## config.mk

```make
export PLATFORM = sky130hd
export DESIGN_NAME = axi_ar_dispatcher
export DESIGN_NICKNAME = d
export VERILOG_FILES = /design/src/rtl/axi_node_pkg.sv /design/src/rtl/axi_AR_addr_decoder.sv /design/src/rtl/axi_ar_dispatcher.sv
export SDC_FILE = /design/constraint.sdc
export NUM_CORES = 1
export LEC_CHECK = 0
export ABC_CLOCK_PERIOD_IN_PS = 3200
export BUFFER_PORTS_ARGS = -buffer_cell sky130_fd_sc_hd__buf_2
export CORE_MARGIN = 8
export CORE_UTILIZATION = 47
export DETAILED_ROUTE_END_ITERATION = 8
export GPL_ROUTABILITY_DRIVEN = 1
export PLACE_DENSITY = 0.85
export SETUP_SLACK_MARGIN = 0.05
export SLEW_MARGIN = 30
export SYNTH_ARGS = -nofsm -noshare
export SYNTH_HDL_FRONTEND = slang
export SYNTH_SLANG_ARGS = --single-unit
```

## constraint.sdc

```tcl
create_clock -name clk -period 3.2 [get_ports clk]
set_input_delay 0.32 -clock clk [delete_from_list [all_inputs] [get_ports clk]]
set_output_delay 0.32 -clock clk [all_outputs]
set_load 0.01 [all_outputs]
```

## src/rtl/axi_node_pkg.sv

```systemverilog
// rtl/axi_node_pkg.sv - shared types for the AXI node read-address path
package axi_node_pkg;

   // Rule bounds are stored wide enough for any supported address width
   localparam int unsigned RULE_ADDR_W = 64;

   typedef enum logic [1:0] {
      AR_IDLE,
      AR_ISSUE,
      AR_ERROR
   } ar_disp_state_e;

   typedef struct packed {
      logic [RULE_ADDR_W-1:0] start_addr;
      logic [RULE_ADDR_W-1:0] end_addr;
      logic                   en;
   } addr_rule_t;

endpackage

```

## src/rtl/axi_AR_addr_decoder.sv

```systemverilog
// rtl/axi_AR_addr_decoder.sv - maps an AR address onto a one-hot initiator port
module axi_AR_addr_decoder
   import axi_node_pkg::*;
#(
   parameter int unsigned AXI_ADDR_W  = 32,
   parameter int unsigned N_INIT_PORT = 2
) (
   input  logic [AXI_ADDR_W-1:0]  addr_i,
   input  addr_rule_t             rules_i [N_INIT_PORT],
   output logic [N_INIT_PORT-1:0] dest_o,
   output logic                   miss_o
);

   logic [RULE_ADDR_W-1:0] addr_ext;
   logic                   found;

   assign addr_ext = RULE_ADDR_W'(addr_i);

   // Inclusive range match; the lowest-indexed matching port wins
   always_comb begin
      dest_o = '0;
      found  = 1'b0;
      for (int i = 0; i < N_INIT_PORT; i++) begin
         if (!found && rules_i[i].en &&
             (rules_i[i].start_addr <= addr_ext) &&
             (addr_ext <= rules_i[i].end_addr)) begin
            dest_o[i] = 1'b1;
            found     = 1'b1;
         end
      end
      miss_o = ~found;
   end

endmodule

```

## src/rtl/axi_ar_dispatcher.sv

```systemverilog
// rtl/axi_ar_dispatcher.sv - AR front end: decode, forward hits, raise error requests on misses
module axi_ar_dispatcher
   import axi_node_pkg::*;
#(
   parameter int unsigned AXI_ADDR_W  = 32,
   parameter int unsigned AXI_ID_IN   = 16,
   parameter int unsigned AXI_USER_W  = 6,
   parameter int unsigned N_INIT_PORT = 2,
   parameter int unsigned N_TARG_PORT = 7,
   parameter int unsigned TARG_IDX    = 0,
   parameter int unsigned LOG_N_TARG  = $clog2(N_TARG_PORT),
   parameter int unsigned AXI_ID_OUT  = AXI_ID_IN + LOG_N_TARG
) (
   input  logic                                  clk,
   input  logic                                  rst,
   input  logic [AXI_ID_IN-1:0]                  arid_i,
   input  logic [AXI_ADDR_W-1:0]                 araddr_i,
   input  logic [7:0]                            arlen_i,
   input  logic [2:0]                            arsize_i,
   input  logic [1:0]                            arburst_i,
   input  logic                                  arlock_i,
   input  logic [3:0]                            arcache_i,
   input  logic [2:0]                            arprot_i,
   input  logic [3:0]                            arregion_i,
   input  logic [3:0]                            arqos_i,
   input  logic [AXI_USER_W-1:0]                 aruser_i,
   input  logic                                  arvalid_i,
   output logic                                  arready_o,
   output logic [AXI_ID_OUT-1:0]                 arid_o,
   output logic [AXI_ADDR_W-1:0]                 araddr_o,
   output logic [7:0]                            arlen_o,
   output logic [2:0]                            arsize_o,
   output logic [1:0]                            arburst_o,
   output logic                                  arlock_o,
   output logic [3:0]                            arcache_o,
   output logic [2:0]                            arprot_o,
   output logic [3:0]                            arregion_o,
   output logic [3:0]                            arqos_o,
   output logic [AXI_USER_W-1:0]                 aruser_o,
   output logic [N_INIT_PORT-1:0]                arvalid_o,
   input  logic [N_INIT_PORT-1:0]                arready_i,
   input  logic [N_INIT_PORT-1:0][AXI_ADDR_W-1:0] start_addr_i,
   input  logic [N_INIT_PORT-1:0][AXI_ADDR_W-1:0] end_addr_i,
   input  logic [N_INIT_PORT-1:0]                rule_en_i,
   output logic                                  incr_req_o,
   input  logic                                  full_counter_i,
   input  logic                                  outstanding_trans_i,
   output logic                                  error_req_o,
   input  logic                                  error_gnt_i,
   output logic [7:0]                            error_len_o,
   output logic [AXI_USER_W-1:0]                 error_user_o,
   output logic [AXI_ID_IN-1:0]                  error_id_o,
   output logic                                  sample_ardata_info_o
);

   ar_disp_state_e state_q, state_d;

   addr_rule_t             rules [N_INIT_PORT];
   logic [N_INIT_PORT-1:0] dec_dest;
   logic                   dec_miss;

   logic [N_INIT_PORT-1:0] dest_q;
   logic [N_INIT_PORT-1:0] last_dest_q, last_dest_d;
   logic                   held_q, held_d;
   logic                   sample_q, sample_d;
   logic                   accept;
   logic                   guard_ok;

   logic [AXI_ID_IN-1:0]   arid_q;
   logic [AXI_ADDR_W-1:0]  araddr_q;
   logic [7:0]             arlen_q;
   logic [2:0]             arsize_q;
   logic [1:0]             arburst_q;
   logic                   arlock_q;
   logic [3:0]             arcache_q;
   logic [2:0]             arprot_q;
   logic [3:0]             arregion_q;
   logic [3:0]             arqos_q;
   logic [AXI_USER_W-1:0]  aruser_q;

   // Pack the flat rule ports into the shared rule struct
   always_comb begin
      for (int i = 0; i < N_INIT_PORT; i++) begin
         rules[i].start_addr = RULE_ADDR_W'(start_addr_i[i]);
         rules[i].end_addr   = RULE_ADDR_W'(end_addr_i[i]);
         rules[i].en         = rule_en_i[i];
      end
   end

   axi_AR_addr_decoder #(
      .AXI_ADDR_W  (AXI_ADDR_W),
      .N_INIT_PORT (N_INIT_PORT)
   ) u_decoder (
      .addr_i  (araddr_i),
      .rules_i (rules),
      .dest_o  (dec_dest),
      .miss_o  (dec_miss)
   );

   // While reads are in flight, only the slave that already holds the stream may be targeted
   assign guard_ok = ~full_counter_i & (~outstanding_trans_i | (dest_q == last_dest_q));

   // Next-state and handshake outputs; arvalid_o stays up once raised regardless of the guard
   always_comb begin
      state_d     = state_q;
      arready_o   = 1'b0;
      arvalid_o   = '0;
      incr_req_o  = 1'b0;
      error_req_o = 1'b0;
      held_d      = 1'b0;
      last_dest_d = last_dest_q;
      sample_d    = 1'b0;
      accept      = 1'b0;
      case (state_q)
         AR_IDLE: begin
            arready_o = 1'b1;
            if (arvalid_i) begin
               accept = 1'b1;
               if (dec_miss) begin
                  state_d  = AR_ERROR;
                  sample_d = 1'b1;
               end else begin
                  state_d = AR_ISSUE;
               end
            end
         end
         AR_ISSUE: begin
            if (held_q || guard_ok) begin
               arvalid_o = dest_q;
            end
            if (|(arvalid_o & arready_i)) begin
               incr_req_o  = 1'b1;
               last_dest_d = dest_q;
               state_d     = AR_IDLE;
            end else begin
               held_d = |arvalid_o;
            end
         end
         AR_ERROR: begin
            error_req_o = 1'b1;
            if (error_gnt_i) begin
               state_d = AR_IDLE;
            end
         end
         default: state_d = AR_IDLE;
      endcase
   end

   // State, ordering history and one-shot flags
   always_ff @(posedge clk or posedge rst) begin
      if (rst) begin
         state_q     <= AR_IDLE;
         last_dest_q <= N_INIT_PORT'(1);
         held_q      <= 1'b0;
         sample_q    <= 1'b0;
      end else begin
         state_q     <= state_d;
         last_dest_q <= last_dest_d;
         held_q      <= held_d;
         sample_q    <= sample_d;
      end
   end

   // Capture the accepted request; held unchanged until the next accept
   always_ff @(posedge clk or posedge rst) begin
      if (rst) begin
         dest_q     <= '0;
         arid_q     <= '0;
         araddr_q   <= '0;
         arlen_q    <= '0;
         arsize_q   <= '0;
         arburst_q  <= '0;
         arlock_q   <= 1'b0;
         arcache_q  <= '0;
         arprot_q   <= '0;
         arregion_q <= '0;
         arqos_q    <= '0;
         aruser_q   <= '0;
      end else if (accept) begin
         dest_q     <= dec_dest;
         arid_q     <= arid_i;
         araddr_q   <= araddr_i;
         arlen_q    <= arlen_i;
         arsize_q   <= arsize_i;
         arburst_q  <= arburst_i;
         arlock_q   <= arlock_i;
         arcache_q  <= arcache_i;
         arprot_q   <= arprot_i;
         arregion_q <= arregion_i;
         arqos_q    <= arqos_i;
         aruser_q   <= aruser_i;
      end
   end

   assign arid_o               = {LOG_N_TARG'(TARG_IDX), arid_q};
   assign araddr_o             = araddr_q;
   assign arlen_o              = arlen_q;
   assign arsize_o             = arsize_q;
   assign arburst_o            = arburst_q;
   assign arlock_o             = arlock_q;
   assign arcache_o            = arcache_q;
   assign arprot_o             = arprot_q;
   assign arregion_o           = arregion_q;
   assign arqos_o              = arqos_q;
   assign aruser_o             = aruser_q;
   assign error_len_o          = arlen_q;
   assign error_user_o         = aruser_q;
   assign error_id_o           = arid_q;
   assign sample_ardata_info_o = sample_q;

endmodule
```

==> results.sh <==
export IMPL_grt_pass1_wl_mm=33.5
export IMPL_post_cts_buffers=0
export IMPL_gp_congestion=0.942
export IMPL_vias_per_cell=5.03
export IMPL_instances_no_fill=1310
export IMPL_cts_buffer_depth=2
export IMPL_r2r_slack_ns=1.14
export IMPL_drv_cap=0
export IMPL_start_util_pct=47.4
export IMPL_cts_htree_levels=3
export IMPL_post_route_min_period_ns=2.27
export IMPL_path_class="primary input to flip-flop"
export IMPL_synth_edf_count=0
export IMPL_dp_hpwl_mm=19.0
export IMPL_seq_area_frac_synth_pct=33.6
export IMPL_hold_path_class="primary input to asynchronous set/reset pin"
export IMPL_grt_max_degree=75
export IMPL_maxSlewHeadroom_pct=52.6
export IMPL_core_um2=14300
export IMPL_grt_overflow_total=0
export IMPL_rsz0062_at_grt="no"
export IMPL_antenna_found_initial=3
export IMPL_synth_simple_area_share_pct=19.1
export IMPL_rows=44
export IMPL_num_vias=6587
export IMPL_pin_count=343
export IMPL_drive_gt1_share_pct=32.8
export IMPL_critPathLaunchType="primary input"
export IMPL_met2_usage_pct=39.6
export IMPL_async_reset_ff_share_pct=100
export IMPL_hold_violations=0
export IMPL_status="complete, no violations"
export IMPL_portBuffers=339
export IMPL_synth_seq_cells=91
export IMPL_ys_top_cells_by_count="nand2_1 (207), ha_1 (128), inv_1 (102), dfrtp_1 (90), o21ai_0 (52)"
export IMPL_arrival_ns=2.49
export IMPL_timing_rr_start="state_q[1]"
export IMPL_cp_end_kind="flip-flop"
export IMPL_drc=0
export IMPL_r2r_cells=5
export IMPL_drt_iter0_drc=279
export IMPL_firstDrtPassIters=6
export IMPL_ir_worst_vdd_mv=0.259
export IMPL_synthAdderAreaFrac_pct=23.6
export IMPL_p_leak_nw=5.45
export IMPL_met1_usage_pct=27.2
export IMPL_nNetsFinal=1468
export IMPL_multi_input_comb_area_um2=3820
export IMPL_clk_latency_ns=0.33
export IMPL_setup_tns_ns=0
export IMPL_cp_slowest_cell="or4_1"
export IMPL_crit_chain="buf_2 -> inv_1 -> ha_1 -> a21o_1 -> nand3_1 -> a21oi_1 -> or4_1 -> a32oi_1 -> o2111ai_2 -> a32o_1"
export IMPL_finalClockSkew_ns=0.00526
export IMPL_yosys_area_top_type_share_pct=33.2
export IMPL_synth_most_common_cell="nand2_1"
export IMPL_slew_viol_final=0
export IMPL_area_growth_pct=28.8
export IMPL_postCtsHoldBufs=0
export IMPL_synthMuxAreaShare_pct=0.332
export IMPL_cts_root_buf="clkbuf_16"
export IMPL_regArea_um2=2280
export IMPL_die_area_um2=18500
export IMPL_yosys_warnings=0
export IMPL_worst_pin_slew_ns=0.711
export IMPL_rr_endpoint="araddr_o[4]"
export IMPL_globalRoute_busiestLayer="met2"
export IMPL_ctsResizeCount=0
export IMPL_critPathMaxStageDelay_ns=0.56
export IMPL_route_final_wire_length_mm=21.8
export IMPL_cts_clk_slew_worst_paths_ns=0.06
export IMPL_ys_types=50
export IMPL_synthFlopType="dfrtp_1"
export IMPL_synthCells=816
export IMPL_total_power_w=0.00270
export IMPL_synth_top_family_by_area="adder cells"
export IMPL_cts_buffers=9
export IMPL_synthXorXnorAreaFrac_pct=0.258
export IMPL_grtUsageMet3_pct=4.36
export IMPL_cts_tree="built"
export IMPL_finalCritPeriodShare_pct=71.0
export IMPL_synth_area_top_cells="dfrtp_1 (33%), ha_1 (24%), nand2_1 (11%)"
export IMPL_timing_fmax_mhz=440
export IMPL_grtUsageTotal_pct=22.7
export IMPL_yosysTopAreaCell="dfrtp_1"
export IMPL_die_width_um=136
export IMPL_ant_nets=0
export IMPL_clock_sinks=91
export IMPL_syn_area_per_cell_um2=8.31
export IMPL_synthesis_area_um2=6780
export IMPL_cp_required_ns=3.42
export IMPL_path_max_fanout=5
export IMPL_dieHeight_um=136
export IMPL_cellPowerDensity_nw_per_um2=309
export IMPL_grt_pass1_vias=6733
export IMPL_setup_viol=0
export IMPL_dp_cells=1292
export IMPL_n_fill_cell=1277
export IMPL_synth_compound_area_share_pct=12.7
export IMPL_wl_per_cell_um=16.6
==> metal layers <==
| layer | wire length [um] | share of wire (%) |
|---|---|---|
| met1 | 8940 | 41 |
| met2 | 10700 | 49 |
| met3 | 1650 | 7.6 |
| met4 | 517 | 2.4 |
| met5 | 13 | 0.060 |
==> area by class of cell <==
cell class | instances | share of cell area, %
Multi-Input combinational cell | 573 | 43.7
Sequential cell | 91 | 26.1
Timing Repair Buffer | 342 | 19.8
Inverter | 102 | 4.44
Clock buffer | 10 | 2.74
Tap cell | 184 | 2.63
Clock inverter | 6 | 0.544
Antenna cell | 2 | 0.0573
==> registers in the layout, summed over array words and instances, names as in the netlist <==
register,flops
araddr_o,32
error_id_o,16
arlen_o,8
aruser_o,6
arcache_o,4
arqos_o,4
arregion_o,4
arprot_o,3
arsize_o,3
arburst_o,2
dest_q,2
last_dest_q,2
state_q,2
arlock_o,1
held_q,1
sample_ardata_info_o,1
==> layout by cell type, fill, tap and decap left out, types with 11 or more instances in the layout <==
cell type / count
buf_2: 339
nand2_1: 206
ha_1: 128
inv_1: 101
dfrtp_1: 90
o21ai_0: 52
a21oi_1: 50
nand4_1: 23
nand3_1: 14
a21o_1: 11
==> worst max-delay path, delay by kind of cell <==
kind / cells / cell delay [ns]
adders and majority gates: 1 / 0.32
buffers and inverters: 2 / 0.20
AOI/OAI and AO/OA: 5 / 1.00
and+or+nand+nor: 2 / 0.64
==> report_power, final <==
part / total [W] / leakage [nW] / switching [W] / internal (W)
registers: 0.00115 / 1.26 / 0 / 0.00115
clock network: 0.000995 / 0.139 / 0.000440 / 0.000554
logic: 0.000552 / 4.05 / 0.000295 / 0.000258
==> metrics by stage <==
step | setup slack [ns] | instance area (um^2) | utilization [%] | hold slack, ns
floorplan | 0.518 | 6790 | - | 0.425
global placement | 0.625 | 8440 | 59.0 | 0.453
detailed placement | 0.605 | 8450 | 59.0 | 0.417
CTS | 0.955 | 8730 | 61.0 | 0.0548
global route | 0.849 | 8740 | 61.0 | 0.0894
finish | 0.929 | 8740 | 61.0 | 0.0389
==> how the worst max path moves through the flow <==
stage,endpoint,cells past startpoint,startpoint
after floorplan,araddr_o[0],1,rst
after global placement,state_q[1],10,araddr_i[14]
after detailed placement,state_q[1],10,araddr_i[13]
after CTS,state_q[1],10,araddr_i[9]
after global routing,state_q[1],10,araddr_i[13]
final,state_q[1],10,araddr_i[9]
==> logic make-up after synthesis <==
family / after synthesis
adder cells (fa/ha/maj): 128
flip-flops: 91
AO/OA/AOI/OAI: 145
XOR/XNOR: 2
buffers and inverters: 154
AND/OR/NAND/NOR: 293
multiplexers: 2
other: 1
Note: power is estimated with default switching activity, not from simulation.
